### src/rtl/d_hazard_ctrl_pkg.sv
// Shared constants for the decode-stage hazard controller: forwarding
// select codes and register-file constants.
package d_hazard_ctrl_pkg;

  localparam int          GPR_W     = 5;
  localparam logic [4:0]  GPR_ZERO  = 5'd0;
  localparam int          NUM_SRC   = 2;

  typedef enum logic [1:0] {
    FWD_GPR = 2'd0,
    FWD_E   = 2'd1,
    FWD_M   = 2'd2,
    FWD_W   = 2'd3
  } fwd_sel_e;

endpackage

### src/rtl/d_hazard_fwd_sel.sv
// Per-operand hazard detection and forwarding select against the E/M/W
// scoreboard. Purely combinational; instantiated once per source operand.
module d_hazard_fwd_sel
  import d_hazard_ctrl_pkg::*;
#(
  parameter int TNEW_W = 2
) (
  input  logic [GPR_W-1:0]  i_src,
  input  logic [TNEW_W-1:0] i_tuse,
  input  logic [GPR_W-1:0]  i_E_dst,
  input  logic [TNEW_W-1:0] i_E_tnew,
  input  logic [GPR_W-1:0]  i_M_dst,
  input  logic [TNEW_W-1:0] i_M_tnew,
  input  logic [GPR_W-1:0]  i_W_dst,
  output logic              o_stall,
  output fwd_sel_e          o_fwd
);

  logic e_hit;
  logic m_hit;
  logic w_hit;

  assign e_hit = (i_src != GPR_ZERO) && (i_E_dst == i_src);
  assign m_hit = (i_src != GPR_ZERO) && (i_M_dst == i_src);
  assign w_hit = (i_src != GPR_ZERO) && (i_W_dst == i_src);

  always_comb begin
    o_stall = 1'b0;
    o_fwd   = FWD_GPR;
    // Only the youngest producer of the register decides the stall.
    if (e_hit) begin
      o_stall = (i_tuse < i_E_tnew);
    end else if (m_hit) begin
      o_stall = (i_tuse < i_M_tnew);
    end
    if (e_hit && (i_E_tnew == '0)) begin
      o_fwd = FWD_E;
    end else if (m_hit && (i_M_tnew == '0)) begin
      o_fwd = FWD_M;
    end else if (w_hit) begin
      o_fwd = FWD_W;
    end
  end

endmodule

### src/rtl/d_hazard_ctrl.sv
// Decode-stage hazard/issue controller: E/M/W write scoreboard, F/D freeze,
// MDU start pulse and D-stage forwarding selects.
module d_hazard_ctrl
  import d_hazard_ctrl_pkg::*;
#(
  parameter int TNEW_W = 2
) (
  input  logic              i_clk,
  input  logic              i_reset,
  input  logic [4:0]        i_D_rs,
  input  logic [4:0]        i_D_rt,
  input  logic [TNEW_W-1:0] i_D_tuseRs,
  input  logic [TNEW_W-1:0] i_D_tuseRt,
  input  logic [4:0]        i_D_dst,
  input  logic [TNEW_W-1:0] i_D_tnew,
  input  logic              i_D_isMdu,
  input  logic              i_D_isMduStart,
  input  logic              i_mdu_busy,
  output logic              o_stall,
  output logic              o_E_start,
  output logic [1:0]        o_D_fwdRs,
  output logic [1:0]        o_D_fwdRt
);

  logic [GPR_W-1:0]  e_dst_q, e_dst_d;
  logic [TNEW_W-1:0] e_tnew_q, e_tnew_d;
  logic [GPR_W-1:0]  m_dst_q, m_dst_d;
  logic [TNEW_W-1:0] m_tnew_q, m_tnew_d;
  logic [GPR_W-1:0]  w_dst_q, w_dst_d;
  logic              start_q, start_d;

  logic [GPR_W-1:0]  src_reg  [NUM_SRC];
  logic [TNEW_W-1:0] src_tuse [NUM_SRC];
  logic [NUM_SRC-1:0] src_stall;
  fwd_sel_e          src_fwd  [NUM_SRC];
  logic              mdu_hazard;

  assign src_reg[0]  = i_D_rs;
  assign src_reg[1]  = i_D_rt;
  assign src_tuse[0] = i_D_tuseRs;
  assign src_tuse[1] = i_D_tuseRt;

  genvar gi;
  generate
    for (gi = 0; gi < NUM_SRC; gi++) begin : g_src
      d_hazard_fwd_sel #(
        .TNEW_W (TNEW_W)
      ) u_fwd_sel (
        .i_src    (src_reg[gi]),
        .i_tuse   (src_tuse[gi]),
        .i_E_dst  (e_dst_q),
        .i_E_tnew (e_tnew_q),
        .i_M_dst  (m_dst_q),
        .i_M_tnew (m_tnew_q),
        .i_W_dst  (w_dst_q),
        .o_stall  (src_stall[gi]),
        .o_fwd    (src_fwd[gi])
      );
    end
  endgenerate

  // start_q covers the cycle before the MDU has raised busy.
  assign mdu_hazard = i_D_isMdu & (i_mdu_busy | start_q);
  assign o_stall    = (|src_stall) | mdu_hazard;
  assign o_E_start  = start_q;
  assign o_D_fwdRs  = src_fwd[0];
  assign o_D_fwdRt  = src_fwd[1];

  always_comb begin
    e_dst_d  = o_stall ? GPR_ZERO : i_D_dst;
    e_tnew_d = o_stall ? '0 : i_D_tnew;
    m_dst_d  = e_dst_q;
    m_tnew_d = (e_tnew_q == '0) ? '0 : e_tnew_q - TNEW_W'(1);
    w_dst_d  = m_dst_q;
    start_d  = i_D_isMduStart & ~o_stall;
  end

  always_ff @(posedge i_clk or posedge i_reset) begin
    if (i_reset) begin
      e_dst_q  <= GPR_ZERO;
      e_tnew_q <= '0;
      m_dst_q  <= GPR_ZERO;
      m_tnew_q <= '0;
      w_dst_q  <= GPR_ZERO;
      start_q  <= 1'b0;
    end else begin
      e_dst_q  <= e_dst_d;
      e_tnew_q <= e_tnew_d;
      m_dst_q  <= m_dst_d;
      m_tnew_q <= m_tnew_d;
      w_dst_q  <= w_dst_d;
      start_q  <= start_d;
    end
  end

endmodule

### config.mk
export PLATFORM = sky130hd
export DESIGN_NAME = d_hazard_ctrl
export DESIGN_NICKNAME = d
export VERILOG_FILES = /design/src/rtl/d_hazard_ctrl_pkg.sv /design/src/rtl/d_hazard_fwd_sel.sv /design/src/rtl/d_hazard_ctrl.sv
export SDC_FILE = /design/constraint.sdc
export NUM_CORES = 1
export LEC_CHECK = 0
export BUFFER_PORTS_ARGS = -buffer_cell sky130_fd_sc_hd__buf_4
export CAP_MARGIN = 20
export CORE_MARGIN = 1.5
export CORE_UTILIZATION = 50
export CTS_BUF_LIST = sky130_fd_sc_hd__clkbuf_8
export DETAILED_ROUTE_END_ITERATION = 8
export GPL_ROUTABILITY_DRIVEN = 0
export GPL_TIMING_DRIVEN = 0
export MAX_ROUTING_LAYER = met4
export PLACE_DENSITY = 0.8
export SLEW_MARGIN = 5
export SYNTH_ARGS = -nofsm -noshare
export SYNTH_HDL_FRONTEND = slang
export SYNTH_SLANG_ARGS = --single-unit
export TNS_END_PERCENT = 10
### constraint.sdc
create_clock -name i_clk -period 7.75 [get_ports i_clk]
set_clock_uncertainty 0.05 [all_clocks]
set_input_delay 1.55 -clock i_clk [delete_from_list [all_inputs] [get_ports i_clk]]
set_output_delay 1.55 -clock i_clk [all_outputs]
set_load 0.01 [all_outputs]
==> results.tsv, run 1 <==
stage	metric	value	unit
final_layout	regArea	500	sq um
detailed_routing	wl_per_cell	12.7	um
logic_synthesis	synth.most_common_cell	dfrtp_1	
global_route	grt_pass1_vias	977	
logic_synthesis	syn-instance-count	121	
power	leakage	0.707	nW
logic_synthesis	syn_area_per_cell	9.80	sq um
power	switchingPower	0.0664	mW
clock_tree	ctsResizeCount	0	
detailed_routing	dr_total_vias	978	
clock_tree	cts_buffers	3	
power	pwr_density_cell	170	nW/um^2
logic_synthesis	yosysTopAreaCell	dfrtp_1	
final_layout	syn_to_final_growth	27.2	%
detailed_routing	dr.pass1.iters	7	
clock_tree	htree_num_levels	1	
setup_path	arrival	3.41	ns
logic_synthesis	synth_cell_type_count	26	
power	p_int	0.191	mW
detailed_routing	drtIter0Drc	22	
global_route	grt_max_degree	21	
floorplan	initial_core_util	53.1	%
floorplan	fp-row-count	17	
logic_synthesis	ys_ff_latch	20	
power	clkPwrFrac	28.1	%
logic_synthesis	dominantRegCellSynth	dfrtp_1	
global_route	grt_util_met2	35.5	%
final_layout	n_antenna_cell	0	
global_route	antenna_found_initial	0	
detailed_routing	wl	2.34	mm
final_layout	multiInputGateArea	663	sq um
logic_synthesis	ys_async_sr_fraction	100	%
global_route	met1_usage	27.9	%
detailed_routing	post_drt_via_cell_ratio	5.32	
clock_tree	clk_pin_slew	0.06	ns
setup_path	slowest_delay	0.53	ns
setup_path	cpMostUsedCell	buf_4	
final_layout	final_cell_area	1510	sq um
timing	drv_slew	0	
power	p_sw_share	25.8	%
setup_path	startpoint_type	input pin	
floorplan	die_area	2670	sq um
clock_tree	cts_setup_buffers	0	
final_layout	layout.nets	187	
setup_path	endpoint_kind	output port	
timing	rsz0062_at_grt	no	
clock_tree	cts_tree	done	
timing	tns	0	ns
status	status	complete, no violations	
logic_synthesis	syn_nets	151	
final_layout	drive_gt1_share	25.0	%
floorplan	die_w	51.7	um
floorplan	core_area	2230	sq um
timing	finalCritPeriodShare	64.6	%
clock_tree	clock_latency	0.24	ns
global_route	grt_first_pass_wirelength	4.11	mm
clock_tree	cts_buffer_depth	2	
clock_tree	cts_sinks	20	
clock_tree	cts_root_buf	clkbuf_8	
power	peakVddDrop	0.158	mV
power	comb_power_share	23.7	%
timing	min_period	5.01	ns
setup_path	worstPathCellList	buf_4 -> or4_1 -> nor2_2 -> nor4_1 -> a32o_1 -> buf_6 -> or3_1 -> buf_4	
placement	io_buffer_count	31	
detailed_routing	route.antenna.remaining_nets	0	
setup_path	crit_type	in2out	
timing	finalHoldViolCount	0	
placement	dp_hpwl	2.05	mm
logic_synthesis	synthTopCellsByArea	dfrtp_1, xor2_1, xnor2_1	
logic_synthesis	syn-cell-area	1190	sq um
timing	max_freq	0.200	GHz
global_route	busiest_layer	met2	
logic_synthesis	synth_edf_count	0	
setup_path	worstPathRequired	6.15	ns
logic_synthesis	synthTopCellsByCount	dfrtp_1, xor2_1, nand3_1, nor3_1, xnor2_1	
final_layout	fill_cells	177	
setup_path	crit_family	simple AND/OR/NAND/NOR gates	
setup_path	crit_buf_inv	3	
timing	slew_headroom	43.0	%
power	pwr-share-seq	48.2	%
min_path	hp-class	reg2reg	
floorplan	top_level_ports	32	
detailed_routing	route.detailed.drc	0	
global_route	grtUsageMet3	1.72	%
logic_synthesis	yosysWarnings	0	
placement	place_area	1450	sq um
floorplan	die-height	51.7	um
logic_synthesis	synth_top_area_share	42.2	%
timing	tightest_slew	0.854	ns
global_route	grtUsageTotal	21.4	%
clock_tree	hold_buffers	0	
flow_run	cap_violations	0	
setup_path	path_max_fanout	9	
logic_synthesis	seq_area_frac_synth	42.2	%
timing	setup_viol	0	
setup_path	critPathSlowestCell	or4_1	
global_route	grt-ovfl-total	0	
-- power groups by stage --
stage,registers [mW],clock network [mW],logic (mW)
floorplan,0.123,0,0.0370
global placement,0.126,0,0.0582
detailed placement,0.126,0,0.0610
CTS,0.124,0.0738,0.0614
global route,0.126,0.0790,0.0681
finish,0.124,0.0721,0.0609
-- worst reg2reg max path, delay by kind of cell, from the launching register on --
family	cells	cell delay [ns]
flip-flops	1	0.42
AO/OA/AOI/OAI	1	0.80
XOR/XNOR	1	0.17
AND/OR/NAND/NOR	3	0.57
-- cells by family after synthesis --
| group | synth area share (%) |
|---|---|
| AO/OA/AOI/OAI | 6.43 |
| XOR/XNOR | 22.2 |
| adder cells (fa/ha/maj) | 4.22 |
| buffers and inverters | 1.90 |
| flip-flops | 42.2 |
| AND/OR/NAND/NOR | 23.1 |
-- state kept, by name, summed over array words and instances, names as in the netlist --
register,cells
o_E_start,1
w_dst_q,5
e_tnew_q,2
m_tnew_q,2
e_dst_q,5
m_dst_q,5
-- metrics by stage --
step | std cells | setup slack, ns | hold slack [ns] | power (mW) | util [%]
after global routing | 184 | 2.59 | 0.421 | 0.273 | 67.6
after floorplan | 121 | 3.07 | 0.359 | 0.160 | -
final | 184 | 2.74 | 0.401 | 0.257 | 67.6
after detailed placement | 180 | 2.74 | 0.386 | 0.187 | 65.1
after CTS | 184 | 2.73 | 0.401 | 0.259 | 67.6
after global placement | 180 | 2.78 | 0.388 | 0.184 | 65.1
-- layout make-up --
| class | instances | area share (%) |
|---|---|---|
| Tap cell | 28 | 2.32 |
| Multi-Input combinational cell | 97 | 43.9 |
| Buffer | 1 | 0.746 |
| Sequential cell | 20 | 33.2 |
| Clock buffer | 4 | 3.65 |
| Timing Repair Buffer | 31 | 15.4 |
| Inverter | 3 | 0.746 |
-- final timing paths --
kind,start,end,slack [ns],depth (start not counted)
max in group asynchronous,i_reset,m_tnew_q[0],5.84,2
min in group asynchronous,i_reset,e_dst_q[2],1.37,2
max,i_D_rt[0],o_stall,2.74,8
min,m_dst_q[4],w_dst_q[4],0.40,0
max reg2reg,m_dst_q[3],e_dst_q[2],5.59,5
min reg2reg,m_dst_q[4],w_dst_q[4],0.40,0
-- metal layers --
layer,wire (um),up-vias,share of wire [%]
met5,0,-,0
met2,1160,32,50
li1,-,500,-
met1,1040,444,44
met3,128,2,5.5
met4,14,0,0.60
-- cell usage in the layout (no fill, tap or decap), types with 2 or more instances in the layout --
master / instances
a21oi_1: 3
and2_1: 2
buf_4: 31
clkbuf_8: 4
dfrtp_1: 20
ha_1: 4
inv_1: 3
nand2_1: 6
nand2b_1: 5
nand3_1: 13
nand4_1: 2
nor2_1: 5
nor3_1: 13
nor4_1: 2
or4_1: 2
xnor2_1: 13
xor2_1: 17
Note: power is estimated with default switching activity, not from simulation.
==> run 2: changes to the inputs <==
--- a/config.mk
+++ b/config.mk
@@ -8,7 +8,7 @@
 export BUFFER_PORTS_ARGS = -buffer_cell sky130_fd_sc_hd__buf_4
 export CAP_MARGIN = 20
 export CORE_MARGIN = 1.5
-export CORE_UTILIZATION = 50
+export CORE_UTILIZATION = 48
 export CTS_BUF_LIST = sky130_fd_sc_hd__clkbuf_8
 export DETAILED_ROUTE_END_ITERATION = 8
 export GPL_ROUTABILITY_DRIVEN = 0
==> constraint.sdc (replaced) <==
create_clock -name i_clk -period 4.2 [get_ports i_clk]
set_clock_uncertainty 0.05 [all_clocks]
set_input_delay 0.84 -clock i_clk [delete_from_list [all_inputs] [get_ports i_clk]]
set_output_delay 0.84 -clock i_clk [all_outputs]
set_load 0.01 [all_outputs]
==> run 2 against run 1 <==
Critical path depth stayed put. Worst setup slack worse by 2.2 ns. Sequential power is 85% higher.
==> results.tsv, run 2 (synthesized netlist as in run 1, its figures left out) <==
stage	metric	value	unit
timing	drv_slew	0	
setup_path	crit_family	simple AND/OR/NAND/NOR gates	
global_route	grt_util_met2	33.1	%
timing	tns	0	ns
timing	setup_slack	0.584	ns
setup_path	crit_buf_inv	3	
timing	tightest_slew	0.908	ns
setup_path	endpoint_kind	output port	
setup_path	cpMostUsedCell	buf_4	
clock_tree	clock_latency	0.25	ns
setup_path	critPathSlowestCell	or4_1	
placement	dp_cells	180	
final_layout	drive_gt1_share	24.5	%
detailed_routing	drtIter0Drc	10	
power	peakVddDrop	0.261	mV
final_layout	fill_cells	182	
setup_path	startpoint_type	input pin	
clock_tree	cts_tree	done	
timing	setup_viol	0	
global_route	grtUsageMet3	2.00	%
timing	slew_headroom	39.3	%
final_layout	final_cell_area	1500	sq um
global_route	grtUsageTotal	21.0	%
clock_tree	cts_root_buf	clkbuf_8	
final_layout	reg_top3	e_dst_q: 5 flops, m_dst_q: 5 flops, w_dst_q: 5 flops	
timing	finalCritPeriodShare	86.1	%
floorplan	initial_core_util	52.1	%
setup_path	arrival	2.73	ns
detailed_routing	route.antenna.remaining_nets	0	
clock_tree	clk_pin_slew	0.06	ns
detailed_routing	dr.pass1.iters	4	
floorplan	top_level_ports	32	
final_layout	final_util	65.7	%
detailed_routing	wl_per_cell	12.3	um
detailed_routing	wl	2.25	mm
detailed_routing	route.detailed.drc	0	
floorplan	core_area	2280	sq um
final_layout	final_cells	183	
timing	finalHoldViolCount	0	
global_route	grt_first_pass_wirelength	4.08	mm
clock_tree	cts_setup_buffers	0	
detailed_routing	post_drt_via_cell_ratio	5.19	
clock_tree	cts_sinks	20	
clock_tree	htree_num_levels	1	
final_layout	final_cell_mix	buf_4, dfrtp_1, xor2_1	
global_route	met1_usage	26.5	%
flow_run	cap_violations	0	
placement	pre_cts_ws	0.580	ns
global_route	grt_max_degree	21	
placement	io_buffer_count	31	
floorplan	die-height	52.7	um
status	status	complete, no violations	
global_route	antenna_found_initial	0	
timing	min_period	3.62	ns
setup_path	crit_type	in2out	
clock_tree	cts_buffer_depth	2	
power	total_power	0.455	mW
setup_path	path_max_fanout	9	
final_layout	n_antenna_cell	0	
power	pwr_density_cell	304	nW/um^2
final_layout	syn_to_final_growth	26.1	%
placement	place_area	1450	sq um
timing	rsz0062_at_grt	no	
min_path	hp-class	reg2reg	
timing	holdWs	0.401	ns
placement	dp_hpwl	1.94	mm
final_layout	final_common_cell	buf_4	
setup_path	worstPathRequired	3.31	ns
detailed_routing	dr_total_vias	950	
global_route	busiest_layer	met2	
final_layout	layout.nets	187	
setup_path	slowest_delay	0.53	ns
floorplan	fp-row-count	17	
floorplan	die_w	52.7	um
clock_tree	ctsResizeCount	0	
clock_tree	hold_buffers	0	
timing	max_freq	0.277	GHz
power	leakage	0.699	nW
global_route	grt_pass1_vias	962	
setup_path	worstPathCellList	buf_4 -> or4_1 -> nor2_2 -> nor4_1 -> a32o_1 -> buf_6 -> or3_1 -> buf_4	
clock_tree	cts_buffers	3	
floorplan	die_area	2780	sq um
global_route	grt-ovfl-total	0	
==> run 2: changes by cell type in the layout (fill, tap and decap cells not counted) <==
| cell | before | now |
|---|---|---|
| clkbuf_8 | 4 | 3 |
==> run 2: power by group <==
group          switching [mW]  internal [mW]
sequential             0.0184          0.210
combinational          0.0520         0.0586
clock                  0.0520         0.0636
==> run 2: area by class of cell <==
type	count	area [sq um]	area share [%]
multi-input combinational	97	663	44.4
sequential	20	500	33.5
timing repair buffer	31	233	15.6
clock buffer	3	41.3	2.76
tap	28	35.0	2.34
buffer	1	11.3	0.753
inverter	3	11.3	0.753
==> run 2: routing by layer <==
| layer | vias to the layer above | part of all wire, % |
|---|---|---|
| met5 | - | 0 |
| met4 | 0 | 2.0 |
| met3 | 4 | 2.2 |
| met2 | 19 | 49 |
| met1 | 432 | 47 |
| li1 | 495 | - |
==> run 2: final timing paths <==
check	endpoint	slack, ns	from	depth (start not counted)
setup / recovery	o_stall	0.58	i_D_rt[0]	8
hold reg to reg	w_dst_q[2]	0.40	m_dst_q[2]	0
max in group asynchronous	e_dst_q[0]	3.02	i_reset	2
min in group asynchronous	m_dst_q[0]	0.65	i_reset	2
setup reg to reg	e_dst_q[4]	2.04	m_dst_q[3]	5
hold / removal	w_dst_q[2]	0.40	m_dst_q[2]	0
==> run 2: worst register-to-register path, cell delays in order (launching register included) <==
cell,delay [ns]
dfrtp_1,0.42
xor2_1,0.18
nor3_1,0.30
nand2_1,0.11
a2111oi_2,0.84
nor3_1,0.11
